`src/rtl/seg_scan_ctrl.sv`:
```
// seg_scan_ctrl -- multiplexed 4-digit 7-segment scan controller.
//
// A 16-bit value is taken through a valid/ready handshake and shown as
// four hex digits, one digit slot of DIV clocks at a time. The first clock
// of every slot is a dead cycle with all anodes off to avoid ghosting.
// A new value is only taken at a frame boundary, so a frame never mixes
// two values.
//
// Parameters
//   DIV  clocks per digit slot (2..65535)
//   LZB  1 = blank leading zero digits (digit 0 is never blanked)
//
// Ports
//   clk         clock, rising edge
//   rst         asynchronous active-low reset
//   in_valid    producer offers in_data
//   in_data     16-bit value, digit k = in_data[4k+3:4k]
//   in_ready    block accepts in_data this cycle
//   off         stop scanning and blank the display (wins over a transfer)
//   seg         segment bus, active-high, seg[6]=a .. seg[0]=g
//   an          digit enables, active-high, at most one bit set
//   frame_done  one-cycle pulse on the last cycle of each 4-digit frame
module seg_scan_ctrl #(
  parameter int DIV = 4,
  parameter bit LZB = 1'b1
) (
  input  logic        clk,
  input  logic        rst,
  input  logic        in_valid,
  input  logic [15:0] in_data,
  output logic        in_ready,
  input  logic        off,
  output logic [6:0]  seg,
  output logic [3:0]  an,
  output logic        frame_done
);

  localparam int             CW      = $clog2(DIV);
  localparam logic [CW-1:0]  CNT_MAX = CW'(DIV - 1);

  typedef enum logic {
    IDLE = 1'b0,
    SCAN = 1'b1
  } state_t;

  state_t        state;
  logic [15:0]   val;
  logic [CW-1:0] cnt;
  logic [1:0]    d;

  logic          last_cycle;
  logic          take;
  logic [3:0]    digit;
  logic          blank;

  // Hex to abcdefg segment pattern.
  function automatic logic [6:0] hex_to_seg(input logic [3:0] h);
    case (h)
      4'h0: hex_to_seg = 7'b1111110;
      4'h1: hex_to_seg = 7'b0110000;
      4'h2: hex_to_seg = 7'b1101101;
      4'h3: hex_to_seg = 7'b1111001;
      4'h4: hex_to_seg = 7'b0110011;
      4'h5: hex_to_seg = 7'b1011011;
      4'h6: hex_to_seg = 7'b1011111;
      4'h7: hex_to_seg = 7'b1110000;
      4'h8: hex_to_seg = 7'b1111111;
      4'h9: hex_to_seg = 7'b1111011;
      4'hA: hex_to_seg = 7'b1110111;
      4'hB: hex_to_seg = 7'b0011111;
      4'hC: hex_to_seg = 7'b1001110;
      4'hD: hex_to_seg = 7'b0111101;
      4'hE: hex_to_seg = 7'b1001111;
      default: hex_to_seg = 7'b1000111;
    endcase
  endfunction

  // Last cycle of a frame: the only SCAN cycle where a new value may enter.
  assign last_cycle = (state == SCAN) && (d == 2'd3) && (cnt == CNT_MAX);
  assign in_ready   = (state == IDLE) || last_cycle;
  assign frame_done = last_cycle;
  assign take       = in_valid && in_ready && !off;

  // NOTE: sequential state uses non-blocking assignments so every register
  // samples the pre-edge values of the others; blocking here would create
  // order-dependent simulation and mismatch synthesis.
  always_ff @(posedge clk or negedge rst) begin
    if (!rst) begin
      state <= IDLE;
      val   <= '0;
      cnt   <= '0;
      d     <= '0;
    end else if (off) begin
      // off beats a simultaneous transfer; val is kept but not shown.
      state <= IDLE;
      cnt   <= '0;
      d     <= '0;
    end else if (take) begin
      // In SCAN this coincides with the natural wrap, so frames stay gapless.
      state <= SCAN;
      val   <= in_data;
      cnt   <= '0;
      d     <= '0;
    end else if (state == SCAN) begin
      if (cnt == CNT_MAX) begin
        cnt <= '0;
        d   <= d + 2'd1;
      end else begin
        cnt <= cnt + 1'b1;
      end
    end
  end

  // Outputs are decoded from registers only, so the async reset blanks them
  // at once and no input reaches an output combinationally.
  // NOTE: every signal assigned in always_comb gets a default first so no
  // path leaves it unassigned and no latch is inferred.
  always_comb begin
    digit = '0;
    blank = 1'b0;
    an    = '0;
    seg   = '0;
    case (d)
      2'd0: digit = val[3:0];
      2'd1: digit = val[7:4];
      2'd2: digit = val[11:8];
      default: digit = val[15:12];
    endcase
    if (LZB) begin
      case (d)
        2'd1: blank = (val[15:4]  == 12'h000);
        2'd2: blank = (val[15:8]  == 8'h00);
        2'd3: blank = (val[15:12] == 4'h0);
        default: blank = 1'b0;
      endcase
    end
    if ((state == SCAN) && (cnt != '0)) begin
      an = 4'b0001 << d;
      if (!blank) seg = hex_to_seg(digit);
    end
  end

endmodule

```
`config.mk`:
```
export PLATFORM = sky130hd
export DESIGN_NAME = seg_scan_ctrl
export DESIGN_NICKNAME = d
export VERILOG_FILES = /design/src/rtl/seg_scan_ctrl.sv
export SDC_FILE = /design/constraint.sdc
export NUM_CORES = 1
export LEC_CHECK = 0
export CAP_MARGIN = 20
export CORE_AREA = 3 3 64 60
export DETAILED_ROUTE_END_ITERATION = 8
export DIE_AREA = 0 0 67 63
export GPL_TIMING_DRIVEN = 0
export PLACE_DENSITY = 0.81
export REMOVE_ABC_BUFFERS = 1
export SYNTH_ARGS = -nofsm -noshare
export SYNTH_HDL_FRONTEND = slang
export SYNTH_SLANG_ARGS = --single-unit
```
`constraint.sdc`:
```
create_clock -name clk -period 2.4 [get_ports clk]
set_input_delay 0.36 -clock clk [delete_from_list [all_inputs] [get_ports clk]]
set_output_delay 0.36 -clock clk [all_outputs]
set_load 0.01 [all_outputs]
```
# ---- Word-level counts from Yosys, hierarchy flattened
# Memories as Yosys holds them, arrays and structs flattened.
# Cells that the tools add are included.
# W data, S select, Z words.
dict set report word_totals {
  regBits 21
  rom_bits 112
  output_inout_bits 13
  word_cells 46
  mem_count 1
}
dict set report classes {
  add_sub_neg 2
  eq_ne 4
  n_shift 1
  mux 15
  bitwise 2
  reduce_logical 17
}
# memory words word_bits rd rd_ports_with_merged_regs write_ports line_no
set mem_list {}
lappend mem_list {{(no name shown)} 16 7 1 0 0 58} ;# case (h)
# op count
set ops {}
lappend ops {{$mux W2} 8}
lappend ops {{$mux W7} 2}
lappend ops {{$logic_not A12 Y1} 1}
lappend ops {{$pmux W4 S3} 1}
lappend ops {{$logic_not A8 Y1} 1}
lappend ops {{$eq A2 B2 Y1 const B} 3}
lappend ops {{$reduce_bool A3 Y1} 2}
lappend ops {{$logic_and A1 B1 Y1} 5}
lappend ops {{$add A2 B1 Y2 const B} 2}
lappend ops {{$logic_not A4 Y1} 1}
lappend ops {{$mux W4} 1}
lappend ops {{$reduce_and A2 Y1} 2}
lappend ops {{$reduce_bool A2 Y1} 2}
lappend ops {{$shl A1 B2 Y4 const A} 1}
lappend ops {{$pmux W1 S3} 1}
lappend ops {{$eq A2 B1 Y1 const B} 1}
lappend ops {{$logic_not A2 Y1} 1}
lappend ops {{$mux W1} 2}
lappend ops {{$not A1 Y1} 2}
lappend ops {{$logic_not A1 Y1} 1}
lappend ops {{$logic_or A1 B1 Y1} 1}

# ---- Logic depth before layout (Yosys ltp)
# Gate-level depths: netlist of run 1.
dict set report logic_depth {
  ltp_word 8
  mapped_depth 10
  depth_no_buf 10
}

# ---- Worst setup path before layout of run 1
# No wires, ideal clock.
dict set report synth_timing {
  path_type {register -> output}
  startpoint {register d[0]}
  endpoint {output seg[0]}
  t_arrival_ns 2.233
  t_required_ns 2.040
  setup_slack_ns -0.193
  path_stages_with_launch 7
  n_path_buf 0
  cell_sequence {dfrtp_1 > inv_1 > ha_1 > a222oi_1 > a21o_1 > mux2_2 > a221oi_1}
}
dict set report synth_between {
  elab_chain_cells 5
  elab_cells_between_ends 9
}
# element line_no
set synth_rtl {}
lappend synth_rtl {{start, declared} 49} ;# logic [1:0] d;
lappend synth_rtl {{start signal, assigned} 107} ;# d <= d + 2'd1;
lappend synth_rtl {{$eq A2 B2 Y1, or another cell as far along} {123, 130}}
lappend synth_rtl {{$pmux W4 S3} 123} ;# case (d)
lappend synth_rtl {{$mem_v2 Z16 W7} --}
lappend synth_rtl {{$mux W7 *} 139} ;# if (!blank) seg = hex_to_seg(digit);
lappend synth_rtl {{$mux W7 *} 137} ;# if ((state == SCAN) && (cnt != '0)) begin
lappend synth_rtl {{end, declared} 33} ;# output logic [6:0] seg,
# Every way passes the cells marked *; elsewhere a longest branch is shown, timed or not.

# ---- Worst setup path in the final report of run 1
dict set report layout_timing {
  startpoint {register d[1]}
  endpoint {output seg[3]}
}
# Same word-level chain as after synthesis.

==> summary.txt, run 1 <==
Logic synthesis
  – Seq/Total Area, Yosys: 0.368
  – Synth cell types: 35
  – Post-Syn Instances: roughly 140
  – Largest family of logic cells by synthesized area: multiplexers
  – XOR/XNOR Fraction of Synth Area: 0.00614
  – Seq cells post-synth: 21
  – Post-synthesis cell area: approximately 1400 µm²
  – Top cell type's share of synthesized area: 0.368
  – Simple-Gate Fraction of Synth Area: 0.0982
  – Top_reg_cell synth: dfrtp_1
  – Synth Area per Inst: 10.6 µm²
  – Post-synth EDFFs: 0
  – Top-count cell post-synth: dfrtp_1
  – Ys Warns: 0
  – Commonest cells post-synth: 21 x dfrtp_1, 18 x mux2_2, 15 x ha_1
  – Post-synthesis adder-cell area fraction: 0.132
  – Area contributors post-synth: dfrtp_1 37%, mux2_2 14%, ha_1 13%, mux2i_1 4.2%, a211oi_1 2.6%
  – Leading area contributor after synthesis: dfrtp_1
  – Asr flop ratio synth: 1.00
  – Synth Area in Compound Gates: 0.171
  – Multiplexer share of the synthesized area: 0.184

STA
  – Final WS setup: -0.452 ns
  – Fin Clk Skew: ~0.0047 ns
  – Peak Freq: roughly 350 MHz
  – Fin crit period: between 2 and 3 ns
  – Hold Vio Cnt, Final: 0
  – RSZ-0062 raised after global routing: yes
  – Crit share post-route: 1.19
  – Max Slew Vio Count: 0
  – # setup viols final: 7
  – Worst slew pin tran: slightly above 0.9 ns
  – WHS: 0.524 ns
  – Setup TNS after final layout: -2.42 ns
  – Max-slew headroom: 0.382

Route
  – DR WL/cell: ~17 µm
  – DRC: 0
  – Vias: 1311
  – Remaining antenna violation count: 0
  – Final WL: a little under 4000 µm
  – Via/cell ratio: between 5 and 6
  – Number of iterations in the first detailed-routing pass: 5
  – DRT iter0 DRCs: a little over 70

Global routing
  – Vias in the first global route: between 1k and 1.5k
  – GRT Overall Usage: 0.203
  – Total gr overflow: 0
  – First-pass GRT wire length: roughly 6500 µm
  – Initial antenna violation count: 0
  – Pin count of the biggest net entering global routing: 22

Final layout
  – Total Nets Final: 230
  – Final instance area: 2190 µm²
  – Fraction of final layout cells sized beyond drive strength 1: 0.448
  – Area Growth Syn to Fin: 53.4%
  – Util after Layout: 0.663
  – Diodes inserted: 0

Clocking
  – Clk root buf: clkbuf_8
  – CTS sink cnt: 21
  – Hold-fix buffers, CTS: 0
  – Inserted Clock Buffers: 3
  – H-tree depth: 1
  – Max clock buf depth: 2
  – Clk_lat worst skew: 0.27 ns
  – CTS tree: done
  – CTS clk-pin slew, worst paths: about 0.080 ns

Setup path
  – Critical path class: flip-flop to primary output
  – Largest fanout on the critical path: 3
  – Critical Path RT: about 2.0 ns
  – Crit. End Element: primary output
  – Startpoint type of the worst setup path: flip-flop
  – Critical path arrival: about 2.5 ns

Floorplan
  – Num ports: 33
  – Initial Util: 0.432
  – Die area: 4220 µm²
  – Die span in y: 63 µm
  – Core Rows: 20
  – Total core area: about 3300 µm²
  – Die X: between 60 and 70 µm

Power and ir drop
  – Leakage power total: 0.000936 µW
  – Pwr Total: about 1100 µW
  – Peak VDD IR: approximately 0.32 mV
  – Pwr dens: approximately 520 nW/µm²

Min path
  – Hold Crit Class: flip-flop to flip-flop

Status
  – Failing checks: negative setup slack
  – Status: finished with violations

Job
  – Max Cap Violations: 0

Placement
  – Gp weighted congestion: roughly 0.9
  – I/O Buffers: 32
  – Area post-placement: 1790 µm²
  – Post-DP HPWL: around 2500 µm
## per-stage QoR
stage	setup WS (ns)	cells
after floorplan	-0.377	132
final	-0.452	238
after global routing	-0.616	238
after detailed placement	-1.16	209
after CTS	-0.447	236
after global placement	-1.04	208
## critical path, stage by stage, from the launching register on
cell,delay (ns)
dfrtp_1,0.40
inv_2,0.09
ha_4,0.17
a222oi_1,0.38
mux2_4,0.26
inv_2,0.06
ha_4,0.17
inv_2,0.05
a211oi_1,0.05
a211o_2,0.32
a21oi_1,0.13
buf_2,0.15
## power breakdown
part           leakage (µW)  internal (µW)  switching (µW)
Sequential         0.000255            408            51.6
Clock             0.0000255            116             118
Combinational      0.000656            250             204
Total              0.000936            774             373
## state kept, by name, indices dropped and copies added, names as in the netlist
name,count
cnt,2
d,2
val,16
state,1
## what timing repair did
| item | CTS | global route |
|---|---|---|
| buffers inserted | 23 | 2 |
| gates resized for setup | 68 | 3 |
| endpoints found under the setup margin | 7 | 11 |
| pin swaps | 13 | 6 |
## worst paths after layout
kind | cells past startpoint | endpoint | slack (ns) | startpoint
min | 1 | val[12] | 0.52 | val[12]
max in group asynchronous | 1 | d[0] | 1.16 | rst
min in group asynchronous | 1 | val[2] | 0.61 | rst
min reg2reg | 1 | val[12] | 0.52 | val[12]
max reg2reg | 7 | val[13] | 0.19 | d[1]
max | 11 | seg[3] | -0.45 | d[1]
## area by class of cell
class / instances / area [µm²]
inverter: 10 / 40.0
sequential: 21 / 527
clock buffer: 3 / 41.3
multi-input combinational: 101 / 1010
tap: 44 / 55.1
timing repair buffer: 58 / 508
clock inverter: 1 / 5.00
fill: 250 / 1110
## layer usage
layer | track usage | share of wire
met1 | 0.233 | 0.40
met2 | 0.353 | 0.52
met3 | 0.0270 | 0.048
met4 | 0.109 | 0.034
met5 | 0 | 0
## kinds of logic after synthesis
logic type	after synthesis
mux	24
buf+inv	13
compound gates	33
flops	21
fa+ha+maj	15
xor+xnor	1
simple gates	28
## cell usage in the layout (no fill, tap or decap), types with 3 or more instances in the layout
master and instances:
a211oi_1 4, a21oi_1 6, and2_1 3, buf_2 7, buf_4 21, buf_6 4, clkbuf_8 3, clkdlybuf4s50_1 25
dfrtp_1 20, ha_1 7, ha_4 7, inv_1 4, inv_2 5, mux2_2 17, mux2i_1 6, nand2_1 3
nor2_1 8, nor4_1 3
(Power assumes the default switching activity.)
==> run 2, diff against run 1 <==
--- a/config.mk
+++ b/config.mk
@@ -10,7 +10,7 @@
 export DETAILED_ROUTE_END_ITERATION = 8
 export DIE_AREA = 0 0 67 63
 export GPL_TIMING_DRIVEN = 0
-export PLACE_DENSITY = 0.81
+export PLACE_DENSITY = 0.75
 export REMOVE_ABC_BUFFERS = 1
 export SYNTH_ARGS = -nofsm -noshare
 export SYNTH_HDL_FRONTEND = slang
==> run 2 against run 1 <==
Effect of this change:
- non-clock buffer count is 3 higher
- setup slack worse by 0.0094 ns
- the run still ends with negative setup slack left
- critical path depth is 2 lower
- flip-flop and latch count stayed put
- register-to-register slack better by 0.13 ns
- critical endpoint unchanged
- first-iteration DRC count is 14% higher
- final cell count is 1.3% higher
- sequential share of layout area is 0.50 points lower
- core utilization is 1.6 points higher
- combinational power is 4.8% higher
- worst hold slack worse by 0.22 ns
==> summary.txt, run 2 (synthesis results as in run 1) <==
Status
  – Status: finished with violations (unchanged)
  – Failing checks: negative setup slack (unchanged)

Route
  – Number of iterations in the first detailed-routing pass: 5 (unchanged)
  – DR top layer: met4 (unchanged)
  – DR WL met3: 195 µm (was 190 µm)
  – DRT iter0 DRCs: 81 (was 71)
  – DR WL/cell: 17.2 µm (was 16.7 µm)
  – Routed wire length on met2: 2170 µm (was 2060 µm)
  – Remaining antenna violation count: 0 (unchanged)
  – Vias: 1345 (was 1311)
  – Via/cell ratio: 5.58 (was 5.51)
  – DRC: 0 (unchanged)
  – Final WL: 4140 µm (was 3970 µm)
  – WL met1: 1710 µm (was 1580 µm)

Setup path
  – Critical path arrival: 2.50 ns (was 2.49 ns)
  – Critical path class: flip-flop to primary output (unchanged)
  – Largest fanout on the critical path: 6 (was 3)
  – Max stage delay cell, worst path: dfrtp_2 (was dfrtp_1)
  – FF-to-FF Start: d[1] (unchanged)
  – Reg2reg end: val[9] (was val[13])
  – R2R depth: 7 (unchanged)
  – CP cell instances: ha_2, inv_2, mux2_4, buf_4, buf_6, ha_1, a211o_2, a21oi_1, buf_2 (was inv_2, ha_4, a222oi_1, mux2_4, inv_2, ha_4, inv_2, a211oi_1, a211o_2, a21oi_1, buf_2)
  – Startpoint type of the worst setup path: flip-flop (unchanged)
  – Critical Path RT: 2.04 ns (about the same)
  – Crit. End Element: primary output (unchanged)
  – CP peak stage delay: 0.46 ns (was 0.40 ns)
  – Flop2flop setup slack: 0.32 ns (was 0.19 ns)

STA
  – Peak Freq: 350 MHz (was 351 MHz)
  – Fin crit period: 2.86 ns (was 2.85 ns)
  – Max Slew Vio Count: 0 (unchanged)
  – # setup viols final: 7 (unchanged)
  – Max-slew headroom: 0.585 (was 0.382)
  – Fin Clk Skew: 0.00162 ns (was 0.00467 ns)
  – Worst slew pin tran: 0.618 ns (was 0.924 ns)
  – Final WS setup: -0.461 ns (was -0.452 ns)
  – Hold Vio Cnt, Final: 0 (unchanged)
  – RSZ-0062 raised after global routing: yes (unchanged)
  – Crit share post-route: 1.19 (about the same)

Global routing
  – GRT Overall Usage: 0.193 (was 0.203)
  – First-pass GRT wire length: 6260 µm (was 6510 µm)
  – Vias in the first global route: 1354 (was 1417)
  – Initial antenna violation count: 0 (unchanged)
  – Total gr overflow: 0 (unchanged)
  – Pin count of the biggest net entering global routing: 22 (unchanged)

Clocking
  – Clk_lat worst skew: 0.26 ns (was 0.27 ns)
  – Clk root buf: clkbuf_8 (unchanged)
  – CTS clk-pin slew, worst paths: 0.07 ns (was 0.08 ns)
  – H-tree depth: 1 (unchanged)
  – Hold-fix buffers, CTS: 0 (unchanged)
  – Inserted Clock Buffers: 3 (unchanged)
  – CTS tree: done (unchanged)
  – Max clock buf depth: 2 (unchanged)
  – CTS sink cnt: 21 (unchanged)

Final layout
  – Diodes inserted: 0 (unchanged)
  – Most common cell after layout, fill and taps aside: clkdlybuf4s50_1 (unchanged)
  – Total Nets Final: 233 (was 230)
  – Max reg flops: 16 (unchanged)
  – Area of the multi-input gates: 1020 µm² (was 1010 µm²)
  – Register area: 528 µm² (was 527 µm²)
  – Biggest regs: val (16), cnt (2), d (2) (unchanged)
  – Area Growth Syn to Fin: 57.0% (was 53.4%)
  – Largest reg by FF count: val (unchanged)
  – Post-route insts no fill: 241 (was 238)
  – Fraction of final layout cells sized beyond drive strength 1: 0.462 (was 0.448)
  – Fillers: 248 (was 250)
  – Most frequent cells in the layout: 25 x clkdlybuf4s50_1, 23 x buf_4, 19 x dfrtp_1 (was 25 x clkdlybuf4s50_1, 21 x buf_4, 20 x dfrtp_1)

Power and ir drop
  – Leakage power total: 0.000956 µW (was 0.000936 µW)
  – Peak VDD IR: 0.475 mV (was 0.321 mV)
  – Combinational fraction of design power: 0.409 (was 0.396)
  – Sw Ratio: 0.325 (about the same)
  – Switching pwr: 379 µW (was 373 µW)
  – Reg power frac: 0.393 (was 0.401)
  – Clock share of power: 0.199 (was 0.204)
  – Int Power: 787 µW (was 774 µW)
  – Pwr dens: 521 nW/µm² (was 524 nW/µm²)

Floorplan
  – Die span in y: 63 µm (unchanged)
  – Total core area: 3300 µm² (unchanged)
  – Die X: 67 µm (unchanged)
  – Die area: 4220 µm² (unchanged)
  – Initial Util: 0.432 (unchanged)
  – Core Rows: 20 (unchanged)
  – Num ports: 33 (unchanged)

Min path
  – Hold Crit Class: input port to async pin (was flip-flop to flip-flop)

Placement
  – Gp weighted congestion: 0.867 (was 0.889)
  – Placed Cells: 209 (unchanged)
  – Placement Setup Slack: -1.13 ns (was -1.16 ns)
  – Post-DP HPWL: 2450 µm (was 2500 µm)
  – I/O Buffers: 32 (unchanged)

Job
  – Max Cap Violations: 0 (unchanged)
[run 2: cell types whose count changed in the layout (fill, tap and decap cells not counted), sizes merged]
cell  delta
buf      +3
[run 2: per-layer routing]
metal,vias to the layer above,track usage
met5,-,0
met4,0,0.0810
met3,7,0.0324
met2,46,0.330
met1,664,0.234
li1,628,-
[run 2: how the worst max path moves through the flow]
stage                     startpoint  slack [ns]  cells past startpoint      to
after floorplan                 d[0]       -0.38                      6  seg[0]
after global placement          d[0]       -1.05                      7  seg[0]
after detailed placement        d[1]       -1.13                      7  seg[0]
after CTS                       d[1]       -0.43                     11  seg[3]
after global routing            d[1]       -0.57                     11  seg[3]
final                           d[0]       -0.46                      9  seg[3]
[run 2: worst max-delay path: cells and delay by family (launching register included)]
| kind | cells | cell delay (ns) |
|---|---|---|
| compound gates | 2 | 0.40 |
| fa+ha+maj | 2 | 0.44 |
| buf+inv | 4 | 0.58 |
| flops | 1 | 0.46 |
| mux | 1 | 0.36 |
[run 2: power by group through the flow]
stage / clock, µW / sequential, µW / combinational, µW
2_1_floorplan: 0 / 444 / 215
3_3_place_gp: 0 / 458 / 292
3_5_place_dp: 0 / 460 / 305
4_1_cts: 241 / 455 / 410
5_1_grt: 261 / 463 / 507
6_report: 232 / 458 / 476
[run 2: final cells by class]
class | count | share of cell area
tap | 44 | 0.0246
timing repair buffer | 61 | 0.242
multi-input combinational | 101 | 0.457
clock inverter | 1 | 0.00223
inverter | 10 | 0.0201
sequential | 21 | 0.236
clock buffer | 3 | 0.0184
[run 2: timing repair]
item	4_1_cts	5_1_grt
setup buffers	19	9
resized for setup	66	13
setup endpoints to repair	7	8
pin swaps	11	7
gates cloned	0	0
[run 2: per-stage QoR]
stage               area [µm²]  setup TNS, ns  hold WS (ns)  total power, µW   util
floorplan                 1410         -0.992        0.0644              659      -
global placement          1780          -5.94         0.501              750  0.539
global route              2240          -3.55         0.297             1230  0.678
detailed placement        1790          -6.40         0.505              766  0.542
CTS                       2100          -2.32         0.523             1110  0.636
finish                    2240          -2.59         0.303             1170  0.678
